<file path="src/rtl/lram_pkg.sv">
// lram_pkg: shared constants and the read-tag type for the local RAM arbiter.
package lram_pkg;

    localparam int LRAM_AW     = 10;
    localparam int LRAM_DW     = 32;
    localparam int LRAM_RD_LAT = 3;

    localparam logic PORT_HOST = 1'b0;
    localparam logic PORT_DMA  = 1'b1;

    typedef struct packed {
        logic valid;
        logic port;
    } lram_tag_t;

endpackage

</file>
<file path="src/rtl/lram_tagpipe.sv">
// lram_tagpipe: read-tag delay line matching the RAM read latency; the oldest
// stage steers the rvalid pulse back to the port that issued the read.
module lram_tagpipe
    import lram_pkg::*;
(
    input  logic clk_i,
    input  logic rst_ni,
    input  logic tag_valid_i,
    input  logic tag_port_i,
    output logic p0_rvalid_o,
    output logic p1_rvalid_o
);

    lram_tag_t [LRAM_RD_LAT-1:0] tag_q, tag_d;

    always_comb begin
        tag_d = {tag_q[LRAM_RD_LAT-2:0], tag_valid_i, tag_port_i};
    end

    always_ff @(posedge clk_i or negedge rst_ni) begin
        if (!rst_ni)
            tag_q <= '0;
        else
            tag_q <= tag_d;
    end

    assign p0_rvalid_o = tag_q[LRAM_RD_LAT-1].valid & (tag_q[LRAM_RD_LAT-1].port == PORT_HOST);
    assign p1_rvalid_o = tag_q[LRAM_RD_LAT-1].valid & (tag_q[LRAM_RD_LAT-1].port == PORT_DMA);

endmodule

</file>
<file path="src/rtl/lram_arb2.sv">
// lram_arb2: two-port arbiter for the single-port local RAM; host has fixed
// priority, a starvation counter forces a DMA grant, read results return in order.
module lram_arb2
    import lram_pkg::*;
#(
    parameter int AW         = LRAM_AW,
    parameter int DW         = LRAM_DW,
    parameter int STARVE_LIM = 8
) (
    input  logic          sys_clk,
    input  logic          resetl,
    input  logic          p0_req,
    input  logic          p0_we,
    input  logic [AW-1:0] p0_a,
    input  logic [DW-1:0] p0_d,
    input  logic          p1_req,
    input  logic          p1_we,
    input  logic [AW-1:0] p1_a,
    input  logic [DW-1:0] p1_d,
    output logic          p0_gnt,
    output logic          p1_gnt,
    output logic          p0_rvalid,
    output logic          p1_rvalid,
    output logic [DW-1:0] rdata,
    output logic          ram_cs_n,
    output logic          ram_we_n,
    output logic [AW-1:0] ram_a,
    output logic [DW-1:0] ram_din,
    input  logic [DW-1:0] ram_dout
);

    logic          force1, p0_acc, p1_acc, acc, acc_we, push_valid, push_port;
    logic [7:0]    starve_q, starve_d;
    logic          cs_n_q, cs_n_d, we_n_q, we_n_d;
    logic [AW-1:0] a_q, a_d;
    logic [DW-1:0] din_q, din_d;

    assign force1 = (starve_q == 8'(STARVE_LIM));
    assign p0_gnt = p0_req & ~force1;
    assign p1_gnt = p1_req & (~p0_req | force1);

    always_comb begin
        p0_acc     = p0_req & p0_gnt;
        p1_acc     = p1_req & p1_gnt;
        acc        = p0_acc | p1_acc;
        acc_we     = p1_acc ? p1_we : p0_we;
        // Counter only runs while port 1 is actually waiting; it parks at the limit.
        starve_d   = (~p1_req | p1_acc) ? 8'd0 : (force1 ? starve_q : starve_q + 8'd1);
        cs_n_d     = ~acc;
        we_n_d     = ~(acc & acc_we);
        a_d        = acc ? (p1_acc ? p1_a : p0_a) : a_q;
        din_d      = acc ? (p1_acc ? p1_d : p0_d) : din_q;
        push_valid = acc & ~acc_we;
        push_port  = p1_acc ? PORT_DMA : PORT_HOST;
    end

    always_ff @(posedge sys_clk or negedge resetl) begin
        if (!resetl) begin
            starve_q <= '0;
            cs_n_q   <= 1'b1;
            we_n_q   <= 1'b1;
            a_q      <= '0;
            din_q    <= '0;
        end else begin
            starve_q <= starve_d;
            cs_n_q   <= cs_n_d;
            we_n_q   <= we_n_d;
            a_q      <= a_d;
            din_q    <= din_d;
        end
    end

    lram_tagpipe u_tagpipe (
        .clk_i       (sys_clk),
        .rst_ni      (resetl),
        .tag_valid_i (push_valid),
        .tag_port_i  (push_port),
        .p0_rvalid_o (p0_rvalid),
        .p1_rvalid_o (p1_rvalid)
    );

    assign ram_cs_n = cs_n_q;
    assign ram_we_n = we_n_q;
    assign ram_a    = a_q;
    assign ram_din  = din_q;
    assign rdata    = ram_dout;

endmodule

</file>
<file path="config.mk">
export PLATFORM = sky130hd
export DESIGN_NAME = lram_arb2
export DESIGN_NICKNAME = d
export VERILOG_FILES = /design/src/rtl/lram_pkg.sv /design/src/rtl/lram_tagpipe.sv /design/src/rtl/lram_arb2.sv
export SDC_FILE = /design/constraint.sdc
export NUM_CORES = 1
export LEC_CHECK = 0
export ABC_AREA = 1
export ABC_CLOCK_PERIOD_IN_PS = 1800
export BUFFER_PORTS_ARGS = -buffer_cell sky130_fd_sc_hd__buf_2
export CORE_ASPECT_RATIO = 0.7
export CORE_UTILIZATION = 41
export DETAILED_ROUTE_END_ITERATION = 16
export PLACE_DENSITY = 0.81
export SLEW_MARGIN = 10
export SYNTH_ARGS = -nofsm -noshare
export SYNTH_HDL_FRONTEND = slang
export SYNTH_SLANG_ARGS = --single-unit
</file>
<file path="constraint.sdc">
create_clock -name sys_clk -period 1.8 [get_ports sys_clk]
set_input_delay 0.18 -clock sys_clk [delete_from_list [all_inputs] [get_ports sys_clk]]
set_output_delay 0.18 -clock sys_clk [all_outputs]
set_load 0.1 [all_outputs]
</file>
== Word level (Yosys, flattened, before mapping) ==
Index checks and enable logic that the tools add are counted.

* $add $sub $neg: 1
* Eq/ne operators: 2
* Bitwise logic cells: 18
* Mux-type cells: 6

{| class="wikitable"
|+ Operator list
! kind !! count
|-
| 2-to-1 mux 32 bit || 1
|-
| 2-to-1 mux 8 bit || 2
|-
| 2-to-1 mux 10 bit || 1
|-
| adder 8 x 1 -> 8 bit (second input constant) || 1
|-
| AND 1 bit || 8
|-
| equality test 8 x 4 -> 1 bit (second input constant) || 1
|-
| NOT 1 bit || 7
|-
| bitwise OR 1 bit || 3
|-
| 2-to-1 mux 1 bit || 2
|-
| != test 2 x 1 -> 1 bit (second input constant) || 1
|}

* Input port bits: 122
* Register bits after elaboration: 58
* Output and inout port bits: 80

== Logic depth before layout (Yosys ltp) ==
Gate-level depths: netlist of run 1.

* Word-level depth: 7
* Gate-level depth with buffers: 9
* Depth with buffers taken out: 8

== Hierarchy ==
From an unflattened synthesis of run 1, not the netlist that was laid out.

* Cell total of the unflattened synthesis: 334
* Area total of the unflattened synthesis: 2872.8 µm²

{| class="wikitable"
|+ Modules (own cells, without submodules)
! module !! instances !! seq. area each (µm²) !! cells each !! area each (µm²)
|-
| lram_arb2 || 1 || 1303.8 || 324 || 2705.1
|-
| lram_tagpipe || 1 || 150.1 || 10 || 167.7
|}

== Worst setup path after synthesis of run 1 ==
Ideal clock, no wire load.

* Path type: register to output
* Start point: register starve_q[0]
* End point: output port p1_gnt
* Slack: -0.142 ns
* Arrival: 1.762 ns
* Required time: 1.620 ns
* Stages on the path, launching flop included: 8
* Cell sequence: dfrtp_1 inv_1 ha_1 nand3_1 o21ai_4 buf_4 nand2_1 inv_1

* Word-level cells in the longest chain between the ends: 3

{| class="wikitable"
|+ RTL lines
! item !! RTL line !! RTL
|-
| from (decl) || lram_arb2.sv:33 || <nowiki>logic [7:0] starve_q, starve_d;</nowiki>
|-
| from (signal assigned) || lram_arb2.sv:65 || <nowiki>starve_q <= starve_d;</nowiki>
|-
| equality test 8 x 4 -> 1 bit || lram_arb2.sv:38 || <nowiki>assign force1 = (starve_q == 8'(STARVE_LIM));</nowiki>
|-
| bitwise OR 1 bit || lram_arb2.sv:40 || <nowiki>assign p1_gnt = p1_req & (~p0_req | force1);</nowiki>
|-
| AND 1 bit || lram_arb2.sv:40 ||
|-
| to (decl) || lram_arb2.sv:21 || <nowiki>output logic p1_gnt,</nowiki>
|}

No other way between the ends.

== Worst setup path after layout of run 1 ==
Ends and elaborated chain as after synthesis.

==> results.sh, run 1 <==
export IMPL_status="complete, no violations"
export IMPL_path_max_fanout=3
export IMPL_finalCoreUtilization=0.5498
export IMPL_num_vias=2713
export IMPL_switching_share=0.3974
export IMPL_rsz0062_at_grt="true"
export IMPL_fin_skew_ns=0.01178
export IMPL_p_clk_frac=0.304
export IMPL_ys_warn_count=0
export IMPL_cts_tree="yes"
export IMPL_drtAntennaViolNets=0
export IMPL_layout_common_cells="buf_2 (135), nand3_1 (129), dfrtp_1 (56)"
export IMPL_diodes=0
export IMPL_hold_viol_final=0
export IMPL_avgSynthCellArea_um2=8.469
export IMPL_die_h_um=71.81
export IMPL_io_pins=202
export IMPL_ys_seq_area_frac=0.5094
export IMPL_hold_ws_ns=0.06156
export IMPL_dr_pass1_iters=4
export IMPL_maxCapViolCount=0
export IMPL_period_share=0.9889
export IMPL_p_seq_frac=0.381
export IMPL_r2r_cells=9
export IMPL_io_buffers=137
export IMPL_fin_ws_ns=0.01999
export IMPL_r2r_slack_ns=0.19
export IMPL_clk_latency_ns=0.33
export IMPL_netlist_instances=337
export IMPL_static_leakage_power_uw=0.001954
export IMPL_root_buffer="clkbuf_8"
export IMPL_place_hpwl_um=5182
export IMPL_path_clk_slew_ns=0.07
export IMPL_syn_area_um2=2854
export IMPL_critPathArrivalTime_ns=1.60
export IMPL_start_util=0.4244
export IMPL_synth_top_cell_area_share=0.4910
export IMPL_hold_class="input port to flip-flop"
export IMPL_die_w_um=101.7
export IMPL_synth_seq_cells=58
export IMPL_gr_total_overflow=0
export IMPL_drt_wl_total_um=6932
export IMPL_core_um2=6725
export IMPL_drive_gt1_frac=0.3867
export IMPL_internal_power_uw=2319
export IMPL_tightest_slew_ns=0.5902
export IMPL_r2r_start="starve_q[0]$_DFFE_PN0P_"
export IMPL_maxSlewViolCount=0
export IMPL_wire_per_inst_um=12.74
export IMPL_comb_power_share=0.316
export IMPL_startpoint_type="flip-flop"
export IMPL_num_rows=25
export IMPL_gp_congestion=0.7502
export IMPL_yosysTopAreaCell="dfrtp_1"
export IMPL_synth_area_top_cells="dfrtp_1 (49%), nand3_1 (23%), buf_4 (9.5%), nand2_1 (7.2%), nor2_1 (2.0%)"
export IMPL_crit_path_end_kind="output pin"
export IMPL_power_density_nw_per_um2=1041
export IMPL_p_sw_uw=1530
export IMPL_dieArea_um2=7304
export IMPL_layout_nets=569
export IMPL_rr_endpoint="starve_q[7]$_DFFE_PN0P_"
export IMPL_drtIter0Drc=75
export IMPL_crit_path_start="starve_q[0]$_DFFE_PN0P_"
export IMPL_relSlewSlack=0.6065
export IMPL_drc=0
export IMPL_grt_pass1_wl_um=11270
export IMPL_cts_sinks=58
export IMPL_ys_types=17
export IMPL_period_minus_slack_ns=1.780
export IMPL_clock_path_buffers=2
export IMPL_setup_viol=0
export IMPL_via_per_inst=4.987
export IMPL_grt_max_degree=38
export IMPL_peakVddDrop_mv=0.6341
export IMPL_cts_buffers=9
export IMPL_crit_type="flip-flop to output pin"
export IMPL_grt_pass1_vias=2491
export IMPL_track_usage=0.2001
export IMPL_htree_levels=3
export IMPL_dpl_worst_slack_ns=0.1302
export IMPL_final_common_cell="buf_2"
export IMPL_fmax_mhz=561.8
export IMPL_endpoint="p1_gnt"
export IMPL_antenna_found_initial=0
export IMPL_syn_num_nets=461
export IMPL_critPathRequiredTime_ns=1.62
export IMPL_area_growth_pct=29.55
final cells by class:
class	instances	area, µm²
clock buffers	11	141.4
clock inverters	5	53.80
fillers	636	3028
inverters	15	62.56
multi-input cells	210	1012
flip-flops and latches	58	1454
well taps	94	117.6
repair buffers	151	855.8
power by group through the flow:
stage,combinational (µW),clock (µW),sequential [µW]
final,1210,1170,1470
after floorplan,562,0,2170
after CTS,1220,1210,1470
after global placement,1200,0,1480
after global routing,1280,1270,1480
after detailed placement,1210,0,1490
cell families after synthesis:
| family | count (synthesis) | share of synthesized area |
|---|---|---|
| fa+ha+maj | 2 | 0.008767 |
| compound gates | 2 | 0.007453 |
| flops | 58 | 0.5094 |
| xor+xnor | 2 | 0.006139 |
| simple gates | 204 | 0.3279 |
| buf+inv | 69 | 0.1403 |
per-layer routing:
layer,part of all wire,track usage,up-vias
li1,-,-,1307
met1,0.43,0.2420,1260
met2,0.47,0.3258,133
met3,0.086,0.07512,13
met4,0.015,0.07568,0
met5,0,0,-
worst min path at each step:
stage               slack [ns]     from                           end  depth (start not counted)
floorplan                -0.12   resetl          ram_a[0]$_DFFE_PN0P_                          0
global placement          0.21   resetl  u_tagpipe.tag_q[5]$_DFF_PN0_                          1
detailed placement        0.22   resetl  u_tagpipe.tag_q[5]$_DFF_PN0_                          1
CTS                       0.04  p0_d[3]        ram_din[3]$_DFFE_PN0P_                          3
global route              0.05  p0_d[0]        ram_din[0]$_DFFE_PN0P_                          3
finish                    0.06  p0_d[3]        ram_din[3]$_DFFE_PN0P_                          3
worst max-delay path, stage by stage (launching register included):
cell        delay, ns
dfrtp_1          0.39
inv_1            0.06
ha_2             0.16
nand3_2          0.08
o21ai_4          0.21
nand2_2          0.11
clkinvlp_4       0.11
buf_12           0.16
per-stage QoR:
| step | cell area (µm²) | TNS, ns | instances | total power [µW] |
|---|---|---|---|---|
| 2_1_floorplan | 2860 | 0 | 337 | 2731 |
| 3_3_place_gp | 3442 | 0 | 523 | 2681 |
| 3_5_place_dp | 3442 | 0 | 523 | 2695 |
| 4_1_cts | 3682 | 0 | 544 | 3898 |
| 5_1_grt | 3697 | -0.1242 | 544 | 4024 |
| 6_report | 3697 | 0 | 544 | 3849 |
timing repair:
item | CTS | global route
gates resized for setup | 2 | 4
hold buffers | 1 | 0
setup endpoints to repair | 2 | 17
setup buffers | 4 | 0
pin swaps | 1 | 3
gates cloned | 0 | 0
endpoints found under the hold margin | 22 | 0
synth_stat cells, drive strengths merged:
cell type  count
nand4          2
buf           41
nor2          15
a21oi          1
nor3           2
clkbuf        13
o21ai          1
dfstp          2
nand2         55
clkinv         1
ha             2
nand3        130
xor2           2
inv           14
dfrtp         56
state kept, by name, summed over array words and instances (netlist names):
| name | flops |
|---|---|
| ram_din | 32 |
| ram_a | 10 |
| starve_q | 8 |
| u_tagpipe.tag_d | 4 |
| u_tagpipe.tag_q | 2 |
| ram_cs_n | 1 |
| ram_we_n | 1 |
(Power assumes the default switching activity.)
==> run 2, diff against run 1 <==
==> constraint.sdc (replaced) <==
create_clock -name sys_clk -period 1.8 [get_ports sys_clk]
set_input_delay 0.27 -clock sys_clk [delete_from_list [all_inputs] [get_ports sys_clk]]
set_output_delay 0.27 -clock sys_clk [all_outputs]
set_load 0.1 [all_outputs]
==> run 2 against run 1 <==
The flow now finishes with violations (negative setup slack). Power decreased by 3.5%. Sequential power barely moved. Non-clock buffer count is 2 higher. Sequential share of layout area increased by 0.32 points. Global-route usage down 0.56 points. Utilization down 0.45 points. Via count decreased by 1.7%. First-iteration DRC count up 84%. Critical path depth unchanged. Clock power decreased by 12%. Highest routed layer unchanged.
==> results.sh, run 2 (synthesis gave the netlist of run 1 again) <==
export IMPL_num_rows=25
export IMPL_critPathRequiredTime_ns=1.53
export IMPL_hold_class="input port to flip-flop"
export IMPL_die_w_um=101.7
export IMPL_io_buffers=137
export IMPL_grt_busiest_layer="met2"
export IMPL_cts_buffers=9
export IMPL_static_leakage_power_uw=0.001943
export IMPL_io_pins=202
export IMPL_drtIter0Drc=138
export IMPL_multi_input_area_um2=1012
export IMPL_cts_tree="yes"
export IMPL_power_density_nw_per_um2=1012
export IMPL_antenna_found_initial=0
export IMPL_path_max_fanout=3
export IMPL_drc=0
export IMPL_period_share=1.008
export IMPL_layout_area_seq_um2=1454
export IMPL_gp_congestion=0.7807
export IMPL_maxCapViolCount=0
export IMPL_relSlewSlack=0.6707
export IMPL_grt_pass1_vias=2409
export IMPL_fill_cells=619
export IMPL_power_total_uw=3713
export IMPL_fin_skew_ns=0.01148
export IMPL_drive_gt1_frac=0.3894
export IMPL_peakVddDrop_mv=0.6246
export IMPL_track_usage=0.1945
export IMPL_wire_per_inst_um=12.77
export IMPL_rsz0062_at_grt="true"
export IMPL_dr_pass1_iters=6
export IMPL_root_buffer="clkbuf_8"
export IMPL_via_per_inst=4.885
export IMPL_layout_nets=571
export IMPL_grt_max_degree=56
export IMPL_grt_pass1_wl_um=10780
export IMPL_area_growth_pct=28.50
export IMPL_layout_common_cells="buf_2 (135), nand3_1 (129), dfrtp_1 (56)"
export IMPL_violations="negative setup slack"
export IMPL_drtAntennaViolNets=0
export IMPL_gr_total_overflow=0
export IMPL_path_clk_slew_ns=0.07
export IMPL_crit_path_end_kind="output pin"
export IMPL_fin_ws_ns=-0.01456
export IMPL_tightest_slew_ns=0.4974
export IMPL_hold_ws_ns=0.1489
export IMPL_final_common_cell="buf_2"
export IMPL_globalRouteMet3Util=0.08000
export IMPL_place_hpwl_um=5045
export IMPL_dpl_worst_slack_ns=0.1210
export IMPL_grt_use_met2=0.3191
export IMPL_start_util=0.4244
export IMPL_core_um2=6725
export IMPL_diodes=0
export IMPL_startpoint_type="flip-flop"
export IMPL_die_h_um=71.81
export IMPL_use_met1=0.2286
export IMPL_clk_latency_ns=0.33
export IMPL_drt_wl_total_um=6970
export IMPL_clock_path_buffers=2
export IMPL_fmax_mhz=551.1
export IMPL_hold_viol_final=0
export IMPL_htree_levels=3
export IMPL_period_minus_slack_ns=1.815
export IMPL_crit_type="flip-flop to output pin"
export IMPL_critPathArrivalTime_ns=1.54
export IMPL_dieArea_um2=7304
export IMPL_largest_register_ff_count=32
export IMPL_setup_viol=2
export IMPL_status="complete, but fails checks"
export IMPL_maxSlewViolCount=0
export IMPL_finalCoreUtilization=0.5453
export IMPL_num_vias=2667
export IMPL_cts_sinks=58
[run 2: changes by cell type in the layout (fill, tap and decap cells not counted)]
cell        before  now
inv_2            0    1
bufinv_16        1    0
buf_6            2    0
buf_12           4    3
clkinvlp_4       1    2
inv_4            1    0
buf_4            9   14
[run 2: per-stage QoR]
stage | cells | setup TNS, ns | cell area [µm²]
after global routing | 546 | -0.2187 | 3667
after CTS | 546 | -0.02682 | 3667
after detailed placement | 524 | 0 | 3437
final | 546 | -0.02323 | 3667
after global placement | 524 | 0 | 3437
after floorplan | 337 | -0.01398 | 2860
[run 2: worst paths after layout]
check	slack, ns	cells past startpoint	endpoint	from
max	-0.01	7	p1_gnt	starve_q[0]$_DFFE_PN0P_
min	0.15	3	ram_din[0]$_DFFE_PN0P_	p0_d[0]
max reg2reg	0.18	9	starve_q[5]$_DFFE_PN0P_	starve_q[0]$_DFFE_PN0P_
min reg2reg	0.35	0	u_tagpipe.tag_q[5]$_DFF_PN0_	u_tagpipe.tag_d[5]$_DFF_PN0_
max in group asynchronous	0.95	3	ram_cs_n$_DFF_PN1_	resetl
min in group asynchronous	0.48	3	ram_a[9]$_DFFE_PN0P_	resetl
[run 2: power breakdown]
group,switching [µW],leakage [µW],total (µW),internal [µW]
combinational,976,0.00114,1210,235
clock,503,0.0000891,1030,531
sequential,57.0,0.000715,1470,1410
[run 2: worst max-delay path, stage by stage (launching register included)]
cell	delay [ns]
dfrtp_1	0.39
inv_1	0.07
ha_2	0.17
nand3_2	0.07
o21ai_4	0.16
nand2_2	0.09
clkinvlp_4	0.09
buf_12	0.16
[run 2: cell type report]
type                       count  area share
tap                           94     0.03207
clock buffer                  11     0.03855
sequential                    58      0.3965
clock inverter                 5    0.008530
inverter                      15     0.01638
multi-input combinational    210      0.2760
timing repair buffer         153      0.2320
[run 2: layer usage]
metal  vias up  wire (µm)
met1      1222       3167
li1       1307          -
met5         -          0
met4         0         73
met2       127       3203
met3        11        525
[run 2: repair_timing]
item | in CTS | in global routing
endpoints found under the setup margin | 2 | 2
setup buffers | 5 | 0
hold buffers | 1 | 0
resized for setup | 3 | 0
hold endpoints to repair | 56 | 0
cloned | 0 | 0
pin swaps | 3 | 0
==> run 3, diff against run 2 <==
--- a/config.mk
+++ b/config.mk
@@ -12,6 +12,7 @@
 export CORE_UTILIZATION = 41
 export DETAILED_ROUTE_END_ITERATION = 16
 export PLACE_DENSITY = 0.81
+export SETUP_SLACK_MARGIN = 0.5
 export SLEW_MARGIN = 10
 export SYNTH_ARGS = -nofsm -noshare
 export SYNTH_HDL_FRONTEND = slang
==> run 3 against run 2 <==
The flow still finishes with violations (negative setup slack). Cell count grew 4.4%. Setup slack lost 0.054 ns. First-iteration DRC count grew 12%. Combinational power rose by 33%. Largest power group is now combinational cells.
==> results.sh, run 3 (synthesis gave the netlist of run 1 again) <==
export IMPL_crit_type="flip-flop to flip-flop"
export IMPL_fin_ws_ns=-0.06901
export IMPL_dieArea_um2=7304
export IMPL_dr_pass1_iters=4
export IMPL_path_max_fanout=8
export IMPL_fill_cells=441
export IMPL_cp_top_family="buffers and inverters"
export IMPL_fmax_mhz=535.0
export IMPL_cts_buffers=9
export IMPL_slowest_delay_ns=0.44
export IMPL_hold_class="input port to flip-flop"
export IMPL_cts_tree="yes"
export IMPL_power_density_nw_per_um2=879.2
export IMPL_hold_viol_final=0
export IMPL_crit_chain="nor2_2, nand2_1, o21ai_4, buf_6, inv_4, buf_6, buf_12, buf_12, buf_16, nand2_4, nand3_2"
export IMPL_dr_wl_met2_um=5032
export IMPL_path_clk_slew_ns=0.09
export IMPL_r2r_slack_ns=-0.07
export IMPL_placed_cell_area_um2=3435
export IMPL_die_h_um=71.81
export IMPL_htree_levels=3
export IMPL_period_share=1.038
export IMPL_status="complete, but fails checks"
export IMPL_setup_viol=22
export IMPL_place_hpwl_um=4843
export IMPL_design_area_um2=5031
export IMPL_gp_congestion=0.7249
export IMPL_maxSlewViolCount=0
export IMPL_startpoint_type="flip-flop"
export IMPL_static_leakage_power_uw=0.002646
export IMPL_cp_slowest_cell="dfrtp_1"
export IMPL_wl_met1_um=4143
export IMPL_clk_latency_ns=0.34
export IMPL_r2r_start="starve_q[5]$_DFFE_PN0P_"
export IMPL_hold_depth=3
export IMPL_drc=0
export IMPL_crit_buf_inv=6
export IMPL_clock_path_buffers=2
export IMPL_critPathRequiredTime_ns=2.02
export IMPL_cts_sinks=58
export IMPL_gr_total_overflow=0
export IMPL_layout_area_seq_um2=1455
export IMPL_wl_met3_um=751
export IMPL_final_common_cell="buf_2"
export IMPL_maxCapViolCount=0
export IMPL_tightest_slew_ns=0.4273
export IMPL_io_pins=202
export IMPL_violations="negative setup slack"
export IMPL_finalSetupTns_ns=-1.002
export IMPL_antenna_found_initial=0
export IMPL_min_to="ram_a[3]$_DFFE_PN0P_"
export IMPL_drt_wl_total_um=10090
export IMPL_track_usage=0.2538
export IMPL_wire_per_inst_um=17.70
export IMPL_hold_ws_ns=0.1360
export IMPL_hold_start="p0_a[3]"
export IMPL_drtIter0Drc=155
export IMPL_root_buffer="clkbuf_8"
export IMPL_grt_pass1_wl_um=14000
export IMPL_drtAntennaViolNets=0
export IMPL_peakVddDrop_mv=0.5256
export IMPL_drive_gt1_frac=0.6218
export IMPL_r2r_cells=11
export IMPL_core_um2=6725
export IMPL_critPathArrivalTime_ns=2.08
export IMPL_multi_input_area_um2=1585
export IMPL_period_minus_slack_ns=1.869
export IMPL_rr_endpoint="ram_din[23]$_DFFE_PN0P_"
export IMPL_start_util=0.4244
export IMPL_area_growth_pct=76.28
export IMPL_grt_max_degree=59
export IMPL_relSlewSlack=0.7141
export IMPL_num_rows=25
export IMPL_via_per_inst=5.395
export IMPL_top_layer="met4"
export IMPL_diodes=0
export IMPL_num_vias=3075
export IMPL_die_w_um=101.7
export IMPL_layout_common_cells="buf_2 (89), nand3_1 (88), dfrtp_1 (55)"
export IMPL_largest_register_ff_count=32
export IMPL_crit_path_end_kind="flip-flop"
export IMPL_layout_nets=595
export IMPL_grt_pass1_vias=2967
export IMPL_fin_skew_ns=0.02220
export IMPL_rsz0062_at_grt="true"
export IMPL_io_buffers=137
run 3: cell types whose count changed in the layout (fill, tap and decap cells not counted), moves of 27 or more:
| cell | change |
|---|---|
| nand3_2 | +41 |
| nand3_1 | -41 |
| nand2_4 | +40 |
| nand2_1 | -43 |
| buf_6 | +27 |
| buf_2 | -46 |
run 3: how the worst max path moves through the flow:
stage                            start                      end  slack (ns)  cells past startpoint
6_report       starve_q[5]$_DFFE_PN0P_  ram_din[23]$_DFFE_PN0P_       -0.07                     11
5_1_grt        starve_q[5]$_DFFE_PN0P_                   p1_gnt       -0.12                      6
4_1_cts        starve_q[1]$_DFFE_PN0P_                   p1_gnt       -0.06                      7
3_5_place_dp   starve_q[0]$_DFFE_PN0P_  starve_q[7]$_DFFE_PN0P_        0.14                      8
3_3_place_gp   starve_q[0]$_DFFE_PN0P_  starve_q[6]$_DFFE_PN0P_        0.20                      8
2_1_floorplan  starve_q[0]$_DFFE_PN0P_                   p1_gnt        0.12                      7
run 3: repair_timing:
action	in CTS	in global routing
gates cloned	7	2
hold endpoints to repair	56	0
setup endpoints to repair	101	78
hold buffers	1	0
pin swaps	63	25
buffers inserted	14	7
gates resized for setup	213	43
run 3: routing by layer:
metal  vias to the layer above  GRT usage
met5                         -          0
met4                         0    0.08857
met3                        23    0.07902
met2                       180     0.4174
met1                      1512     0.3166
li1                       1360          -
run 3: area by class of cell:
type,count,area share
Tap cell,94,0.02338
Multi-Input combinational cell,210,0.3151
Clock buffer,9,0.02462
Clock inverter,7,0.01865
Sequential cell,58,0.2892
Timing Repair Buffer,177,0.3166
Inverter,15,0.01243
run 3: tightest hold or removal path: cells and delay by family:
kind | cells | cell delay [ns]
buffers and inverters | 1 | 0.09
and+or+nand+nor | 2 | 0.10
run 3: report_power, final:
group | switching [µW] | leakage (µW) | total [µW] | internal [µW]
combinational | 1120 | 0.00183 | 1610 | 488
sequential | 75.4 | 0.000714 | 1490 | 1410
clock | 556 | 0.000105 | 1330 | 776
run 3: stage by stage:
| stage | power, µW | std cells | util | worst slack (ns) |
|---|---|---|---|---|
| 4_1_cts | 4345 | 561 | 0.7092 | -0.05656 |
| 5_1_grt | 4575 | 570 | 0.7481 | -0.1236 |
| 2_1_floorplan | 2742 | 337 | - | 0.1158 |
| 3_5_place_dp | 2690 | 523 | 0.5107 | 0.1364 |
| 6_report | 4423 | 570 | 0.7481 | -0.06901 |
| 3_3_place_gp | 2676 | 523 | 0.5107 | 0.1978 |
